`src/rtl/csr_file_rmw.sv`:
```
// csr_file_rmw: a small CSR file with a general register bank and two
// 2*XLEN-bit counters (cycle, instret). It supports WRITE/SET/CLEAR
// read-modify-write operations. Reads are combinational and return the
// value before this cycle's update. Updates commit on the next rising edge.
module csr_file_rmw #(
  parameter int          XLEN      = 32,
  parameter int          DEPTH     = 8,
  parameter logic [11:0] BANK_BASE = 12'h340
) (
  input  logic            clk,
  input  logic            rst,
  input  logic [1:0]      csr_op,
  input  logic [11:0]     csr_addr,
  input  logic [XLEN-1:0] csr_wdata,
  input  logic            retire,
  output logic [XLEN-1:0] csr_rdata,
  output logic            csr_illegal
);

  typedef enum logic [1:0] {
    OP_NONE  = 2'b00,
    OP_WRITE = 2'b01,
    OP_SET   = 2'b10,
    OP_CLEAR = 2'b11
  } csr_op_e;

  localparam int          IDX_W   = (DEPTH > 1) ? $clog2(DEPTH) : 1;
  localparam int          CW      = 2 * XLEN;
  localparam logic [12:0] BANK_LO = {1'b0, BANK_BASE};
  localparam logic [12:0] BANK_HI = BANK_LO + 13'(DEPTH);
  localparam logic [CW-1:0] CNT_ONE = CW'(1);

  localparam logic [11:0] A_CYCLE     = 12'hB00;
  localparam logic [11:0] A_CYCLEH    = 12'hB80;
  localparam logic [11:0] A_INSTRET   = 12'hB02;
  localparam logic [11:0] A_INSTRETH  = 12'hB82;
  localparam logic [11:0] A_CYCLE_RO    = 12'hC00;
  localparam logic [11:0] A_CYCLEH_RO   = 12'hC80;
  localparam logic [11:0] A_INSTRET_RO  = 12'hC02;
  localparam logic [11:0] A_INSTRETH_RO = 12'hC82;

  logic [XLEN-1:0]  bank_q [DEPTH];
  logic [CW-1:0]    cycle_q;
  logic [CW-1:0]    instret_q;

  csr_op_e          op;
  logic [12:0]      addr_ext;
  logic             in_bank;
  logic [IDX_W-1:0] bank_idx;
  logic             hit_cycle_lo;
  logic             hit_cycle_hi;
  logic             hit_instret_lo;
  logic             hit_instret_hi;
  logic             read_only;
  logic             mapped;
  logic             write_req;
  logic             commit;
  logic             cycle_wr;
  logic             instret_wr;
  logic [XLEN-1:0]  new_val;

  // Address decode and legality.
  // SET/CLEAR with an empty mask is a pure read, so it never counts as a write.
  always_comb begin
    op             = csr_op_e'(csr_op);
    addr_ext       = {1'b0, csr_addr};
    in_bank        = (addr_ext >= BANK_LO) && (addr_ext < BANK_HI);
    bank_idx       = IDX_W'(addr_ext - BANK_LO);
    hit_cycle_lo   = (csr_addr == A_CYCLE)    || (csr_addr == A_CYCLE_RO);
    hit_cycle_hi   = (csr_addr == A_CYCLEH)   || (csr_addr == A_CYCLEH_RO);
    hit_instret_lo = (csr_addr == A_INSTRET)  || (csr_addr == A_INSTRET_RO);
    hit_instret_hi = (csr_addr == A_INSTRETH) || (csr_addr == A_INSTRETH_RO);
    read_only      = (csr_addr[11:8] == 4'hC);
    mapped         = in_bank || hit_cycle_lo || hit_cycle_hi ||
                     hit_instret_lo || hit_instret_hi;
    write_req      = (op == OP_WRITE) ||
                     (((op == OP_SET) || (op == OP_CLEAR)) && (csr_wdata != '0));
    csr_illegal    = (op != OP_NONE) && (!mapped || (read_only && write_req));
    commit         = write_req && !csr_illegal;
    cycle_wr       = commit && (hit_cycle_lo || hit_cycle_hi);
    instret_wr     = commit && (hit_instret_lo || hit_instret_hi);
  end

  // Read mux returns the pre-update value. Unmapped addresses read as zero.
  always_comb begin
    csr_rdata = '0;
    if (in_bank) begin
      csr_rdata = bank_q[bank_idx];
    end else if (hit_cycle_lo) begin
      csr_rdata = cycle_q[XLEN-1:0];
    end else if (hit_cycle_hi) begin
      csr_rdata = cycle_q[CW-1:XLEN];
    end else if (hit_instret_lo) begin
      csr_rdata = instret_q[XLEN-1:0];
    end else if (hit_instret_hi) begin
      csr_rdata = instret_q[CW-1:XLEN];
    end
  end

  // Compute the read-modify-write result from the current read value.
  always_comb begin
    new_val = csr_rdata;
    case (op)
      OP_WRITE: new_val = csr_wdata;
      OP_SET:   new_val = csr_rdata | csr_wdata;
      OP_CLEAR: new_val = csr_rdata & ~csr_wdata;
      default:  new_val = csr_rdata;
    endcase
  end

  // Bank registers take the committed value at the decoded index.
  always_ff @(posedge clk or posedge rst) begin
    if (rst) begin
      for (int i = 0; i < DEPTH; i++) begin
        bank_q[i] <= '0;
      end
    end else if (commit && in_bank) begin
      bank_q[bank_idx] <= new_val;
    end
  end

  // The cycle counter free-runs. A software write to either half wins for that cycle.
  always_ff @(posedge clk or posedge rst) begin
    if (rst) begin
      cycle_q <= '0;
    end else if (cycle_wr) begin
      if (hit_cycle_hi) begin
        cycle_q[CW-1:XLEN] <= new_val;
      end else begin
        cycle_q[XLEN-1:0] <= new_val;
      end
    end else begin
      cycle_q <= cycle_q + CNT_ONE;
    end
  end

  // The instret counter counts retirements. A software write to either half wins for that cycle.
  always_ff @(posedge clk or posedge rst) begin
    if (rst) begin
      instret_q <= '0;
    end else if (instret_wr) begin
      if (hit_instret_hi) begin
        instret_q[CW-1:XLEN] <= new_val;
      end else begin
        instret_q[XLEN-1:0] <= new_val;
      end
    end else if (retire) begin
      instret_q <= instret_q + CNT_ONE;
    end
  end

endmodule

```
`config.mk`:
```
export PLATFORM = sky130hd
export DESIGN_NAME = csr_file_rmw
export DESIGN_NICKNAME = d
export VERILOG_FILES = /design/src/rtl/csr_file_rmw.sv
export SDC_FILE = /design/constraint.sdc
export NUM_CORES = 1
export LEC_CHECK = 0
export ABC_AREA = 1
export BUFFER_PORTS_ARGS = -buffer_cell sky130_fd_sc_hd__buf_4
export CAP_MARGIN = 20
export CORE_MARGIN = 2
export CORE_UTILIZATION = 30
export DETAILED_ROUTE_END_ITERATION = 6
export PLACE_DENSITY = 0.54
export SYNTH_ARGS = -nofsm -noshare
export SYNTH_HDL_FRONTEND = slang
export SYNTH_SLANG_ARGS = --single-unit
export TNS_END_PERCENT = 20
```
`constraint.sdc`:
```
create_clock -name clk -period 16.8 [get_ports clk]
set_clock_uncertainty 0.05 [all_clocks]
set_input_delay 2.52 -clock clk [delete_from_list [all_inputs] [get_ports clk]]
set_output_delay 2.52 -clock clk [all_outputs]
set_load 0.05 [all_outputs]
```
After elaboration in Yosys (flattened, before gate mapping)

Index checks and enable logic that the tools add are counted.

Flip-flop bits (word level): 384
Word-level logic and storage cells: 87

Add/sub/neg operators: 3
Magnitude comparators: 4
Eq/ne operators: 16
Multiplexer cells: 19
Bitwise gates (word level): 4
Reduce and logical (&&, ||, !) cells: 29

Operators with widths:

| kind                                                                | count |
|---|---|
| 2-to-1 mux 32 bit                                                   | 12 |
| bitwise mux 256 bit                                                 | 1 |
| 2-to-1 mux 64 bit                                                   | 3 |
| adder 64 x 1 -> 64 bit, second input constant                       | 2 |
| binary-select mux 32 bit (select 3 bit)                             | 1 |
| demux 32 bit (select 3 bit)                                         | 1 |
| == test 12 bit, second input constant                               | 8 |
| case mux 32 bit (3 select lines)                                    | 1 |
| AND 32 bit                                                          | 1 |
| NOT 32 bit                                                          | 1 |
| bitwise OR 32 bit                                                   | 1 |
| nonzero test 32 bit                                                 | 1 |
| logical OR 1 bit                                                    | 13 |
| greater-or-equal comparator 12 x 10 -> 1 bit, second input constant | 1 |
| < comparator 12 x 10 -> 1 bit, second input constant                | 1 |
| logical AND 1 bit                                                   | 9 |
| inequality test 2 bit, second input constant                        | 4 |
| == test 2 bit, second input constant                                | 2 |
| == test 4 bit, second input constant                                | 1 |
| greater-or-equal comparator 4 bit, second input constant            | 1 |
| < comparator 4 x 1 -> 1 bit, second input constant                  | 1 |
| NOT 3 -> 4 bit                                                      | 1 |
| AND reduction 2 bit                                                 | 2 |
| nonzero test 2 bit                                                  | 2 |
| other kinds (3)                                                     | 4 |

Logic depth before layout (Yosys ltp)

Word-level depth: 14
Mapped depth: 17
Gate-level depth less buffers: 15

Worst setup path before layout

Ideal clock, no wire load.

Kind: input-to-output
From: input port csr_addr[1]
To: output port csr_rdata[11]
Arrival time: 4.716 ns
Setup slack: 9.514 ns
Stages: 10
Path buffers: 3
Cells stage by stage: buf_6 -> nor2_4 -> inv_2 -> nor2_8 -> nand3_2 -> buf_2 -> buf_2 -> o21ai_0 -> nor2_1 -> a21boi_0

Word-level cells in the longest chain between the ends: 7
Elaborated cells between the ends (all ways): 25

RTL lines:

| element                                                           | RTL line | RTL |
|---|---|---|
| from (decl)                                                       | 13       | `input logic [11:0] csr_addr,` |
| branches (longest 6 deep; another with subtractor 3 x 1 -> 3 bit) | n/a      |  |
| 2-to-1 mux 32 bit (*)                                             | 87       | `if (in_bank) begin` |
| to (decl)                                                         | 16       | `output logic [XLEN-1:0] csr_rdata,` |

Every way passes the cells marked *. The select of a mux whose other input is x is not followed.

Worst setup path after layout

From: input port csr_addr[2]
To: output port csr_rdata[8]

The elaborated chain is that of the path after synthesis.

==> results.rst <==
.. list-table::
   :header-rows: 1

   * - Metric
     - Value
   * - R2r setup slk
     - 13280 ps
   * - Top area cells in the synthesized netlist
     - sky130_fd_sc_hd__dfrtp_1 40%, sky130_fd_sc_hd__nand2_1 19%, sky130_fd_sc_hd__inv_1 7.1%
   * - Core occupancy in the finished layout
     - 0.341
   * - Synthesized area
     - 24100 um2
   * - Total number of H-tree levels
     - 2
   * - Critical path endpoint
     - csr_rdata[8]
   * - Biggest fanout along the worst timing path
     - 14
   * - Post-detailed-route DRC marker count
     - 0
   * - Initial core utilization
     - 0.304
   * - Relative slew margins
     - 0.240
   * - Fraction of final layout cells with drive strength greater than 1
     - 0.0699
   * - Cell count after placement
     - 4615
   * - Sum of net half-perimeters after detailed placement
     - 71300 um
   * - Antenna violations before repair
     - 2
   * - Slew at the pin with the worst max-slew slack
     - 1140 ps
   * - Portion of total power attributed to sequential cells
     - 0.437
   * - Overall via count from detail_route
     - between 20000 and 25000
   * - Maximum vdd ir drop
     - 0.0000779 V
   * - Status
     - completed
   * - Cell Rows
     - 103
   * - Seq/Total Area, Yosys
     - 0.399
   * - Clock Root Buffer
     - sky130_fd_sc_hd__clkbuf_16
   * - Type of the worst min-delay path
     - register to register
   * - Yosys warning count
     - 0
   * - Source of the critical timing path
     - csr_addr[2]
   * - Drt wl/cell
     - 21.0 um
   * - R2R Path End
     - cycle_q[34]
   * - Synthesized net count
     - ~3700
   * - Cell accounting for the most synthesized area
     - sky130_fd_sc_hd__dfrtp_1
   * - Core outline area
     - 79300 um2
   * - R2R Path Start
     - cycle_q[0]
   * - Length of the first detailed-routing pass in iterations
     - 6
   * - Top_reg_cell synth
     - sky130_fd_sc_hd__dfrtp_1
   * - Clk Latency, worst-skew pair
     - 620 ps
   * - Max-slew violations
     - 0
   * - Via count normalized by instance count
     - 5.09
   * - Sink count of the clock tree
     - 384
   * - Final estimated routing congestion in global placement
     - around 1
   * - Maxcap violations
     - 0
   * - Area of the die
     - 82600 um2
   * - Number of failing setup endpoints in the final timing report
     - 0
   * - Total Negative Setup Slacks
     - 0 ps
   * - Unique masters post-synth
     - 49
   * - Sw Share
     - 0.299
   * - Portion of total power attributed to the clock network
     - 0.441
   * - Depth of the most critical reg-to-reg path
     - 12
   * - Overall global routing resource usage
     - 0.236
   * - P_int
     - 1640 uW
   * - Mapped Cells
     - 3610
   * - I/O pins
     - slightly above 80
   * - Clock Tree Buf Depth
     - 3
   * - Number of port buffers
     - 81
   * - Cells resized by post-CTS repair
     - 0
   * - Proportion of netlist area held by the largest area contributor
     - 0.399
   * - Type of origin of the critical path
     - input port
   * - FILL cells
     - 8669
   * - Area growth syn-to-layout
     - 12.1%
   * - Async S/R FF share, synth
     - 1.00
   * - WS Path Type
     - input port to output pin
   * - Critical hold path startpoint
     - bank_q[91]
   * - Worst hold slack
     - 436 ps
   * - Final cycle utilization of the critical path
     - 0.472
   * - Global-route wire length before repair
     - 146000 um
   * - Via count of the first global-routing pass
     - ~22000
   * - Required time at the endpoint of the critical path
     - 14230 ps
   * - Width of the chip
     - 287 um
   * - Final period demand of the worst path
     - 7930 ps
   * - Overflow left after global routing
     - 0
   * - Overall power after layout
     - about 2300 uW
   * - Starting DRT DRC Count
     - approximately 2600
   * - Unrepaired setup endpoints after global routing
     - no
   * - EDFF count, synth
     - 0
   * - Buffers inserted by post-CTS timing repair
     - 0
   * - Upper clock frequency limit
     - 126 MHz
   * - Post-Layout Cell Count
     - 4698
   * - Cts bufs inserted
     - 46
   * - Pin count of the biggest net entering global routing
     - 139
   * - Syn_area_per_cell
     - approximately 6.7 um2
   * - Post-route antenna net violation count
     - 0
   * - Leak pwr
     - 0.0131 uW
   * - Overall die height
     - 287 um
   * - Number of buffers added to fix hold violations after cts
     - 0
   * - CTS tree
     - built
   * - Hold Violations, Final
     - 0
   * - Sw Pwr
     - 700 uW
   * - Total wirelength of the detailed-routed design
     - 98700 um
   * - Gate power share
     - 0.121
   * - Endpoint kind of the worst setup timing path
     - output pin
   * - Critical path arrival
     - 5360 ps
   * - Yosys reg bits
     - 384
   * - Layout net count
     - 3665
   * - Register clock-pin slew on the reported worst setup and hold paths
     - 60 ps
   * - Total power divided by cell area
     - around 87 nW/um2
-- cell usage in the layout, fill, tap and decap left out, types with 69 or more instances in the layout --
master,count
sky130_fd_sc_hd__o21ai_0,326
sky130_fd_sc_hd__xor2_1,69
sky130_fd_sc_hd__nand4_1,97
sky130_fd_sc_hd__buf_4,112
sky130_fd_sc_hd__nor2_1,356
sky130_fd_sc_hd__nand3_1,143
sky130_fd_sc_hd__dfrtp_1,384
sky130_fd_sc_hd__o21ai_1,99
sky130_fd_sc_hd__inv_1,454
sky130_fd_sc_hd__nand2_1,1192
-- how the worst min path moves through the flow --
stage	end	slack [ps]	depth (start not counted)
after CTS	bank_q[7]	440	2
after detailed placement	bank_q[91]	420	2
final	bank_q[91]	440	2
after global routing	bank_q[104]	450	2
after floorplan	bank_q[17]	400	2
after global placement	bank_q[14]	420	2
-- layout make-up --
class / count / area (um2) / area share
multi-input cells: 2591 / 11900 / 0.440
flip-flops and latches: 384 / 9610 / 0.356
inverters: 478 / 1800 / 0.0668
clock buffers: 66 / 1370 / 0.0506
well taps: 1050 / 1310 / 0.0486
repair buffers: 113 / 846 / 0.0313
clock inverters: 14 / 176 / 0.00653
diodes: 2 / 5.00 / 0.000185
-- power by group through the flow --
stage / Clock [uW] / Combinational [uW] / Sequential (uW)
floorplan: 0 / 186 / 1010
global placement: 0 / 278 / 1040
detailed placement: 0 / 278 / 1040
CTS: 1050 / 280 / 1020
global route: 1090 / 319 / 1030
finish: 1040 / 285 / 1030
-- layer usage --
layer  up-vias  part of all wire  GRT usage
li1      11400                 -          -
met1     11300              0.46      0.344
met2       986              0.40      0.333
met3       168             0.097     0.0644
met4         0             0.037     0.0829
met5         -                 0          0
-- cell families (layout without fill, tap and decap cells) --
| kind of cell | count (synthesis) | count (layout) | share of synthesized area |
|---|---|---|---|
| fa+ha+maj | 2 | 2 | 0.00104 |
| xor+xnor | 82 | 82 | 0.0298 |
| other cells | 0 | 2 | 0 |
| compound gates | 575 | 575 | 0.126 |
| simple gates | 1931 | 1931 | 0.335 |
| flops | 384 | 384 | 0.399 |
| mux | 1 | 1 | 0.000415 |
| buf+inv | 635 | 671 | 0.109 |
-- flip-flops by register name, summed over array words and instances, names as in the netlist --
register and flops:
instret_q 64, cycle_q 64, bank_q 256
-- critical path, stage by stage --
cell                      delay [ps]
sky130_fd_sc_hd__buf_4           140
sky130_fd_sc_hd__inv_2            70
sky130_fd_sc_hd__nand3_1         640
sky130_fd_sc_hd__inv_1           850
sky130_fd_sc_hd__buf_4           330
sky130_fd_sc_hd__nand2_1          70
sky130_fd_sc_hd__nand3_1          80
sky130_fd_sc_hd__nor2_1           40
sky130_fd_sc_hd__nand2_1          50
sky130_fd_sc_hd__nand2_1         140
sky130_fd_sc_hd__nand2_1         190
sky130_fd_sc_hd__buf_4           220
-- per-stage QoR --
stage	setup WS [ps]	area (um2)
after floorplan	3560	24100
after global placement	8960	25500
after detailed placement	8840	25500
after CTS	8870	27000
after global routing	8780	27000
final	8870	27000
-- synth_stat cells, types with 2 or more instances --
cell / n
sky130_fd_sc_hd__a21boi_0: 11
sky130_fd_sc_hd__a21oi_1: 67
sky130_fd_sc_hd__a22oi_1: 13
sky130_fd_sc_hd__and2_1: 6
sky130_fd_sc_hd__and3_1: 2
sky130_fd_sc_hd__buf_1: 3
sky130_fd_sc_hd__buf_2: 65
sky130_fd_sc_hd__buf_4: 3
sky130_fd_sc_hd__buf_6: 19
sky130_fd_sc_hd__clkbuf_1: 67
sky130_fd_sc_hd__dfrtp_1: 384
sky130_fd_sc_hd__ha_1: 2
sky130_fd_sc_hd__inv_1: 456
sky130_fd_sc_hd__inv_2: 20
sky130_fd_sc_hd__nand2_1: 1192
sky130_fd_sc_hd__nand2_2: 16
sky130_fd_sc_hd__nand2_4: 2
sky130_fd_sc_hd__nand3_1: 143
sky130_fd_sc_hd__nand3_2: 4
sky130_fd_sc_hd__nand3_4: 3
sky130_fd_sc_hd__nand3b_1: 4
sky130_fd_sc_hd__nand4_1: 97
sky130_fd_sc_hd__nor2_1: 357
sky130_fd_sc_hd__nor2_2: 6
sky130_fd_sc_hd__nor2_4: 5
sky130_fd_sc_hd__nor2_8: 2
sky130_fd_sc_hd__nor3_1: 67
sky130_fd_sc_hd__nor4_1: 15
sky130_fd_sc_hd__o211ai_1: 20
sky130_fd_sc_hd__o21ai_0: 326
sky130_fd_sc_hd__o21ai_1: 99
sky130_fd_sc_hd__o22ai_1: 34
sky130_fd_sc_hd__or2_0: 2
sky130_fd_sc_hd__or2_2: 3
sky130_fd_sc_hd__xnor2_1: 13
sky130_fd_sc_hd__xor2_1: 69
(Power assumes the default switching activity.)
